==> config.mk <==
export PLATFORM = sky130hd
export DESIGN_NAME = conv_frame_writer
export DESIGN_NICKNAME = d
export VERILOG_FILES = /design/src/rtl/frame_writer_pkg.sv /design/src/rtl/frame_writer_fifo.sv /design/src/rtl/conv_frame_writer.sv
export SDC_FILE = /design/constraint.sdc
export NUM_CORES = 1
export LEC_CHECK = 0
export CAP_MARGIN = 10
export CORE_MARGIN = 2
export CORE_UTILIZATION = 50
export CTS_BUF_LIST = sky130_fd_sc_hd__clkbuf_4
export CTS_CLUSTER_DIAMETER = 200
export DETAILED_ROUTE_END_ITERATION = 8
export GPL_TIMING_DRIVEN = 0
export PLACE_DENSITY = 0.66
export SLEW_MARGIN = 25
export SYNTH_ARGS = -nofsm -noshare
export SYNTH_HDL_FRONTEND = slang
export SYNTH_HIERARCHICAL = 1
export SYNTH_SLANG_ARGS = --single-unit
==> constraint.sdc <==
create_clock -name clk -period 12.37 [get_ports clk]
set_clock_uncertainty 0.05 [all_clocks]
set_input_delay 2.474 -clock clk [delete_from_list [all_inputs] [get_ports clk]]
set_output_delay 2.474 -clock clk [all_outputs]
set_load 0.005 [all_outputs]
==> src/rtl/frame_writer_pkg.sv <==
// Shared types for the convolution frame writer: pixel/word types, the FIFO
// entry layout and the Avalon write-master state encoding.
package frame_writer_pkg;

    typedef logic [15:0] pixel_t;
    typedef logic [31:0] word_t;

    // One queued write: end-of-frame marker, word index within the frame, packed pixel pair
    typedef struct packed {
        logic        last;
        logic [31:0] index;
        word_t       data;
    } fifo_entry_t;

    typedef enum logic {
        WR_IDLE  = 1'b0,
        WR_WRITE = 1'b1
    } wr_state_t;

    localparam int DEF_IMG_WIDTH   = 640;
    localparam int DEF_IMG_HEIGHT  = 480;
    localparam int WORDS_PER_FRAME = DEF_IMG_WIDTH * DEF_IMG_HEIGHT / 2;

    // Byte address of a 32-bit word given the frame base address
    function automatic word_t word_addr(input word_t base, input logic [31:0] index);
        return base + (index << 2);
    endfunction

endpackage

==> src/rtl/frame_writer_fifo.sv <==
// Synchronous show-ahead FIFO of fifo_entry_t. The head entry is always
// presented on 'head'. A freshly written entry becomes visible to the read
// side one cycle after the write, so 'empty' lags a push by one cycle while
// 'full' and 'level' track the write immediately.
import frame_writer_pkg::*;

module frame_writer_fifo #(
    parameter int DEPTH = 16
) (
    input  logic                   clk,
    input  logic                   reset,
    input  logic                   push,
    input  fifo_entry_t            push_data,
    input  logic                   pop,
    output fifo_entry_t            head,
    output logic                   full,
    output logic                   empty,
    output logic [$clog2(DEPTH):0] level
);

    localparam int AW = $clog2(DEPTH);
    localparam logic [AW:0] DEPTH_L = DEPTH[AW:0];

    fifo_entry_t mem [DEPTH];
    logic [AW:0] wr_ptr;
    logic [AW:0] wr_ptr_vis;
    logic [AW:0] rd_ptr;
    logic        do_push;
    logic        do_pop;

    assign level   = wr_ptr - rd_ptr;
    assign full    = (level == DEPTH_L);
    assign empty   = (rd_ptr == wr_ptr_vis);
    assign do_pop  = pop && !empty;
    assign do_push = push && (!full || do_pop);
    assign head    = mem[rd_ptr[AW-1:0]];

    // Read/write pointers; the visible write pointer trails by one cycle
    always_ff @(posedge clk or posedge reset) begin
        if (reset) begin
            wr_ptr     <= '0;
            wr_ptr_vis <= '0;
            rd_ptr     <= '0;
        end else begin
            if (do_push) wr_ptr <= wr_ptr + 1'b1;
            if (do_pop)  rd_ptr <= rd_ptr + 1'b1;
            wr_ptr_vis <= wr_ptr;
        end
    end

    // Storage array; contents need no reset since the pointers define validity
    always_ff @(posedge clk) begin
        if (do_push) mem[wr_ptr[AW-1:0]] <= push_data;
    end

endmodule

==> src/rtl/conv_frame_writer.sv <==
// Frame writer: packs RGB565 pixel pairs into 32-bit words, tracks the raster
// position, queues words in a small FIFO and writes them to SDRAM through an
// Avalon-MM write-only master. A word held in the master counts against FIFO
// capacity until the slave accepts it.
// Optional feature macro: CONV_FRAME_WRITER_PERF_EN adds stall_count and
// drop_count performance counters.
import frame_writer_pkg::*;

module conv_frame_writer #(
    parameter int          IMG_WIDTH  = DEF_IMG_WIDTH,
    parameter int          IMG_HEIGHT = DEF_IMG_HEIGHT,
    parameter logic [31:0] BASE_ADDR  = 32'h0000_0000,
    parameter int          FIFO_DEPTH = 16
) (
    input  logic        clk,
    input  logic        reset,
    input  logic        frame_sync,
    input  logic [15:0] pixel_in,
    input  logic        pixel_valid,
    output logic [31:0] avm_address,
    output logic [31:0] avm_writedata,
    output logic [3:0]  avm_byteenable,
    output logic        avm_write,
    input  logic        avm_waitrequest,
    output logic        frame_done,
    output logic        overflow
`ifdef CONV_FRAME_WRITER_PERF_EN
    ,
    output logic [31:0] stall_count,
    output logic [15:0] drop_count
`endif
);

    localparam int XW = (IMG_WIDTH > 2) ? $clog2(IMG_WIDTH) : 1;
    localparam int YW = (IMG_HEIGHT > 1) ? $clog2(IMG_HEIGHT) : 1;
    localparam int LW = $clog2(FIFO_DEPTH);
    localparam int X_LAST_I = IMG_WIDTH - 1;
    localparam int Y_LAST_I = IMG_HEIGHT - 1;
    localparam logic [XW-1:0] X_LAST   = X_LAST_I[XW-1:0];
    localparam logic [YW-1:0] Y_LAST   = Y_LAST_I[YW-1:0];
    localparam logic [LW:0]   LVL_LAST = FIFO_DEPTH[LW:0] - 1'b1;

    logic [XW-1:0] x;
    logic [YW-1:0] y;
    logic [XW-1:0] cur_x;
    logic [YW-1:0] cur_y;
    pixel_t        latch;

    fifo_entry_t   push_entry;
    fifo_entry_t   fifo_head;
    logic          fifo_full;
    logic          fifo_empty;
    logic [LW:0]   fifo_level;
    logic          push_req;
    logic          push_ok;
    logic          drop;
    logic          occ_full;
    logic          accept;
    logic          pop;
    logic          cur_last;

    wr_state_t     state;
    wr_state_t     next_state;

    // frame_sync forces the current pixel (if any) to be (0,0) of a new frame
    assign cur_x = frame_sync ? '0 : x;
    assign cur_y = frame_sync ? '0 : y;

    assign push_req = pixel_valid && cur_x[0];
    assign accept   = (state == WR_WRITE) && !avm_waitrequest;
    // Occupancy includes the word held by the master; an acceptance this cycle frees a slot
    assign occ_full = fifo_full || ((state == WR_WRITE) && (fifo_level == LVL_LAST));
    assign push_ok  = push_req && (!occ_full || accept);
    assign drop     = push_req && !push_ok;

    assign push_entry.last  = (cur_x == X_LAST) && (cur_y == Y_LAST);
    assign push_entry.index = 32'(cur_y) * 32'(IMG_WIDTH / 2) + 32'(cur_x >> 1);
    assign push_entry.data  = {pixel_in, latch};

    assign avm_write      = (state == WR_WRITE);
    assign avm_byteenable = 4'hF;

    frame_writer_fifo #(
        .DEPTH (FIFO_DEPTH)
    ) u_fifo (
        .clk       (clk),
        .reset     (reset),
        .push      (push_ok),
        .push_data (push_entry),
        .pop       (pop),
        .head      (fifo_head),
        .full      (fifo_full),
        .empty     (fifo_empty),
        .level     (fifo_level)
    );

    // Raster counters and even-pixel latch
    always_ff @(posedge clk or posedge reset) begin
        if (reset) begin
            x     <= '0;
            y     <= '0;
            latch <= '0;
        end else if (pixel_valid) begin
            if (!cur_x[0]) latch <= pixel_in;
            if (cur_x == X_LAST) begin
                x <= '0;
                y <= (cur_y == Y_LAST) ? '0 : cur_y + 1'b1;
            end else begin
                x <= cur_x + 1'b1;
                y <= cur_y;
            end
        end else if (frame_sync) begin
            x     <= '0;
            y     <= '0;
            latch <= '0;
        end
    end

    // Sticky overflow when a packed word could not be queued
    always_ff @(posedge clk or posedge reset) begin
        if (reset) overflow <= 1'b0;
        else if (drop) overflow <= 1'b1;
    end

    // Master state register
    always_ff @(posedge clk or posedge reset) begin
        if (reset) state <= WR_IDLE;
        else       state <= next_state;
    end

    // Master next-state and FIFO pop decision
    always_comb begin
        next_state = state;
        pop        = 1'b0;
        case (state)
            WR_IDLE: begin
                if (!fifo_empty) begin
                    pop        = 1'b1;
                    next_state = WR_WRITE;
                end
            end
            WR_WRITE: begin
                if (!avm_waitrequest) begin
                    if (!fifo_empty) pop = 1'b1;
                    else             next_state = WR_IDLE;
                end
            end
            default: next_state = WR_IDLE;
        endcase
    end

    // Address/data holding registers and end-of-frame pulse
    always_ff @(posedge clk or posedge reset) begin
        if (reset) begin
            avm_address   <= BASE_ADDR;
            avm_writedata <= '0;
            cur_last      <= 1'b0;
            frame_done    <= 1'b0;
        end else begin
            frame_done <= accept && cur_last;
            if (pop) begin
                avm_address   <= word_addr(BASE_ADDR, fifo_head.index);
                avm_writedata <= fifo_head.data;
                cur_last      <= fifo_head.last;
            end
        end
    end

`ifdef CONV_FRAME_WRITER_PERF_EN
    // Stall and drop counters, restarted with each frame
    always_ff @(posedge clk or posedge reset) begin
        if (reset) begin
            stall_count <= '0;
            drop_count  <= '0;
        end else if (frame_sync) begin
            stall_count <= '0;
            drop_count  <= '0;
        end else begin
            if (avm_write && avm_waitrequest) stall_count <= stall_count + 1'b1;
            if (drop && (drop_count != 16'hFFFF)) drop_count <= drop_count + 1'b1;
        end
    end
`endif

endmodule

# Yosys cells after proc, flatten, opt, wreduce, memory -nomap -nowiden

Memories as Yosys holds them, arrays and structs flattened. A register that Yosys moved wholly into a read port is not among the register bits.
Index checks and enable logic that the tools add are counted.
W data, S select, Z words.

Multiply operators: 1
Muxes and demuxes: 17
Add/sub/neg operators: 6
Reductions and logical operators: 19
Equality and inequality tests: 6
Bitwise gates (word level): 1

Operator list:

| kind                    | number |
|---|---|
| $mux W16                | 3 |
| $mux W9                 | 4 |
| $mux W10                | 3 |
| $add A18 B9 Y19         | 1 |
| $mul A9 B3 Y12 const B  | 1 |
| $add A10 B1 Y10 const B | 1 |
| $add A5 B1 Y5 const B   | 2 |
| $eq A10 B10 Y1 const B  | 1 |
| $add A9 B1 Y9 const B   | 1 |
| $eq A9 B9 Y1 const B    | 1 |
| $logic_and A1 B1 Y1     | 9 |
| $eq A5 B4 Y1 const B    | 1 |
| $eq A5 B5 Y1            | 1 |
| $eq A5 B5 Y1 const B    | 1 |
| $logic_not A1 Y1        | 5 |
| $mux W1                 | 5 |
| $sub A5 B5 Y5           | 1 |
| $pmux W1 S2             | 2 |
| $logic_or A1 B1 Y1      | 3 |
| $ne A2 B2 Y1 const B    | 1 |
| $reduce_and A2 Y1       | 1 |
| $reduce_bool A2 Y1      | 1 |
| $not A1 Y1              | 1 |

Memories: 1
Word-level logic and storage cells: 61
Register bits: 83
RAM bits: 832
Input port bits: 21

Memory list:

| memory     | words | width | read ports | clocked after memory_dff | wr ports | RTL line                | RTL |
|---|---|---|---|---|---|---|---|
| u_fifo.mem | 16    | 52    | 1          | 1                        | 1        | frame_writer_fifo.sv:24 | `fifo_entry_t mem [DEPTH];` |

# Logic depth before layout (Yosys ltp)

Depth after elaboration: 10
Gate-level depth with buffers: 15
Mapped depth without buffers: 14

# Hierarchy

The synthesis kept the hierarchy.

Modules (own cells, without submodules):

| module            | seq. area each (µm²) | instances | cells an instance | area an instance (µm²) |
|---|---|---|---|---|
| frame_writer_fifo | 31,605.3             | 1         | 1,894             | 40,353.7 |
| conv_frame_writer | 2,527.4              | 1         | 396               | 4,833.4 |

# Worst setup path before layout

No wires, ideal clock.

Kind: input -> register
Start: input avm_waitrequest
End: memory u_fifo/mem[4][0] (netlist name) (enable)
Buffers on the path: 1
Data arrival time: 10,128 ps
Stages: 5
Setup slack: 1,520 ps
Library setup time: 672 ps
Cell sequence: a21oi_2 -> buf_2 -> o41ai_4 -> and2_1 -> nor4b_1

Longest elaborated chain between the ends: 7

RTL lines:

| what                          | RTL line                 | RTL |
|---|---|---|
| from (decl)                   | conv_frame_writer.sv:24  | `input logic avm_waitrequest,` |
| $mux W1                       | conv_frame_writer.sv:143 | `if (!avm_waitrequest) begin` |
| $pmux W1 S2                   | conv_frame_writer.sv:135 | `case (state)` |
| net pop                       | conv_frame_writer.sv:59  | `logic pop;` |
| $logic_and A1 B1 Y1           | frame_writer_fifo.sv:34  | `assign do_pop = pop && !empty;` |
| $logic_or A1 B1 Y1            | frame_writer_fifo.sv:35  | `assign do_push = push && (!full \|\| do_pop);` |
| $logic_and A1 B1 Y1           | frame_writer_fifo.sv:35  |  |
| $mux W1                       | frame_writer_fifo.sv:53  | `if (do_push) mem[wr_ptr[AW-1:0]] <= push_data;` |
| $mux W1 (implied by the code) | frame_writer_fifo.sv:53  |  |
| to (decl)                     | frame_writer_fifo.sv:24  |  |

The timed path passes the listed nets, and every way through them passes these cells.

# Worst setup path after layout

Start: input avm_waitrequest
End: memory u_fifo/mem[3][9] (netlist name) (enable)

The elaborated chain is that of the path after synthesis.

==> metrics <==
Final Net Count 3,011; gr ovfl total 0; Die Area 90,400 um2; CTS Sinks 1,124; Peak VDD IR 0.0992 mV; worst slew pin tran 1.11 ns; H-tree depth 5; Resize count post-CTS 0; GP Congestion 0.795; fraction of layout cells with a size suffix above 1 0.323; unrepaired setup endpoints after global routing no; DRT Pass-1 Iters 7; DRT Wirelength 105,000 um; fin util 0.598; Die Span X 301 um; Avg WL per Cell 24.1 um; Worst Reg-to-Reg Cells 16; mapped cell area 44,000 um2; Critical R2R Launch u_fifo/rd_ptr[3]$_DFFE_PP0P_; Post-CTS Setup Bufs 0; first-pass GRT wire length 155,000 um; Synth Warn # 6; Final TNS setup 0 ns; Iter 0 DRT Violations 2,109; Clock Latency Late Sink 1.14 ns; Area Growth Syn to Fin 18.4%; Max-Slew Margin vs Limit 0.258; Final Cycle Share 0.477; via count 24,100; largest net degree at the start of global routing 61; Hold Slack 0.365 ns; Worst R2R End u_fifo/mem[4][38]$_DFFE_PP_; FILL cells 6,587; clock root cell clkbuf_4; Post-Layout Cell Count 4,337; outcome complete, no violations; Rows 108; fmax 170 MHz; Die Span Y 301 um; post-detail-place hpwl 69,300 um; Setup CP Type input port to flip-flop; Clk pin slew, worst setup/hold paths 0.07 ns; port buffer count 85; most common cell after layout, fill and taps aside edfxtp_1; worst hold endpoint u_fifo/wr_ptr_vis[3]$_DFF_PP0_; FF-to-FF setup slack 6.48 ns; Core Box Area 87,000 um2; DR vias/cell 5.55; CP required 13.07 ns; Hold Path Class flip-flop to flip-flop; Total Routing Usage GR 0.237; area of the multi-input gates 11,100 um2; Worst Hold Depth 0; antenna violations before repair 4; P per Cell Area 207 nW/um2; vias in the first global route 25,300; Max Cap Viol 0; Hold Startpoint u_fifo/wr_ptr[3]$_DFFE_PP0P_; CP endpoint kind flip-flop; Setup Slack @ Placement 5.43 ns; endpoints failing hold 0; syn_area_per_cell 19.7 um2; final instance area 52,100 um2; startpoint types input port; Setup WS post-layout 6.48 ns; area post-placement 48,300 um2; Detail Route Antenna Nets 0; Placed Cells 3,816; minimum clock period 5.89 ns; Initial Util 0.506; drc violations 0; Leak Pwr 18.5 nW; Post-Syn Instances 2,238; CTS Buf Count 303; FF/Latch Area 33,200 um2; io pins 92; CTS tree yes; # hold bufs at CTS 0; total power 10.8 mW; CTS Buffer Depth 4; Final setup viols 0; Final Max Slew Viols 0; worst-path maximum fanout 10; most frequent cells in the layout edfxtp_1 (1,008), clkbuf_4 (454), nand2_1 (282); CP arrival 6.60 ns
[worst max-delay path: stages]
cell             delay, ns
clkdlybuf4s50_1       0.56
a21oi_4               0.77
buf_2                 0.53
o41ai_4               0.29
and2_1                0.25
buf_2                 0.22
nor3_2                0.59
buf_4                 0.28
buf_4                 0.20
buf_4                 0.21
buf_4                 0.21
[worst max path at each step]
stage,startpoint,endpoint,slack (ns),cells after the start
after floorplan,avm_waitrequest,u_fifo/mem[4][0]$_DFFE_PP_,1.73,5
after global placement,avm_waitrequest,u_fifo/mem[4][60]$_DFFE_PP_,-6.74,6
after detailed placement,avm_waitrequest,u_fifo/mem[3][10]$_DFFE_PP_,5.43,11
after CTS,avm_waitrequest,u_fifo/mem[3][9]$_DFFE_PP_,6.57,11
after global routing,u_fifo/rd_ptr[2]$_DFFE_PP0P_,u_fifo/mem[4][55]$_DFFE_PP_,6.41,18
final,avm_waitrequest,u_fifo/mem[3][9]$_DFFE_PP_,6.48,11
[layout make-up]
| cell class | instances | share of cell area |
|---|---|---|
| timing repair buffer | 227 | 0.0392 |
| clock inverter | 64 | 0.00521 |
| antenna | 3 | 0.000144 |
| sequential | 1124 | 0.637 |
| clock buffer | 454 | 0.0654 |
| inverter | 19 | 0.00151 |
| tap | 1155 | 0.0277 |
| multi-input combinational | 1166 | 0.213 |
| buffer | 125 | 0.0110 |
[metal layers]
layer / GRT usage / routed length [um] / up-vias
met1: 0.307 / 40900 / 12500
met2: 0.397 / 53300 / 1014
li1: - / - / 10400
met3: 0.0522 / 7850 / 157
met4: 0.0849 / 2640 / 2
met5: 0 / 8 / -
[registers in the layout, summed over array words and instances, names as in the netlist]
name               count
overflow               1
u_fifo/wr_ptr          5
cur_last               1
avm_write              1
u_fifo/mem          1008
u_fifo/wr_ptr_vis      5
x                     10
latch                 16
u_fifo/rd_ptr          5
avm_address           30
frame_done             1
y                      9
avm_writedata         32
[power by group]
part | total, mW | internal, mW | switching (mW)
combinational | 3.14 | 1.42 | 1.73
clock | 3.12 | 1.69 | 1.43
sequential | 4.51 | 4.37 | 0.137
No activity file was read; power rests on OpenSTA's default activity.
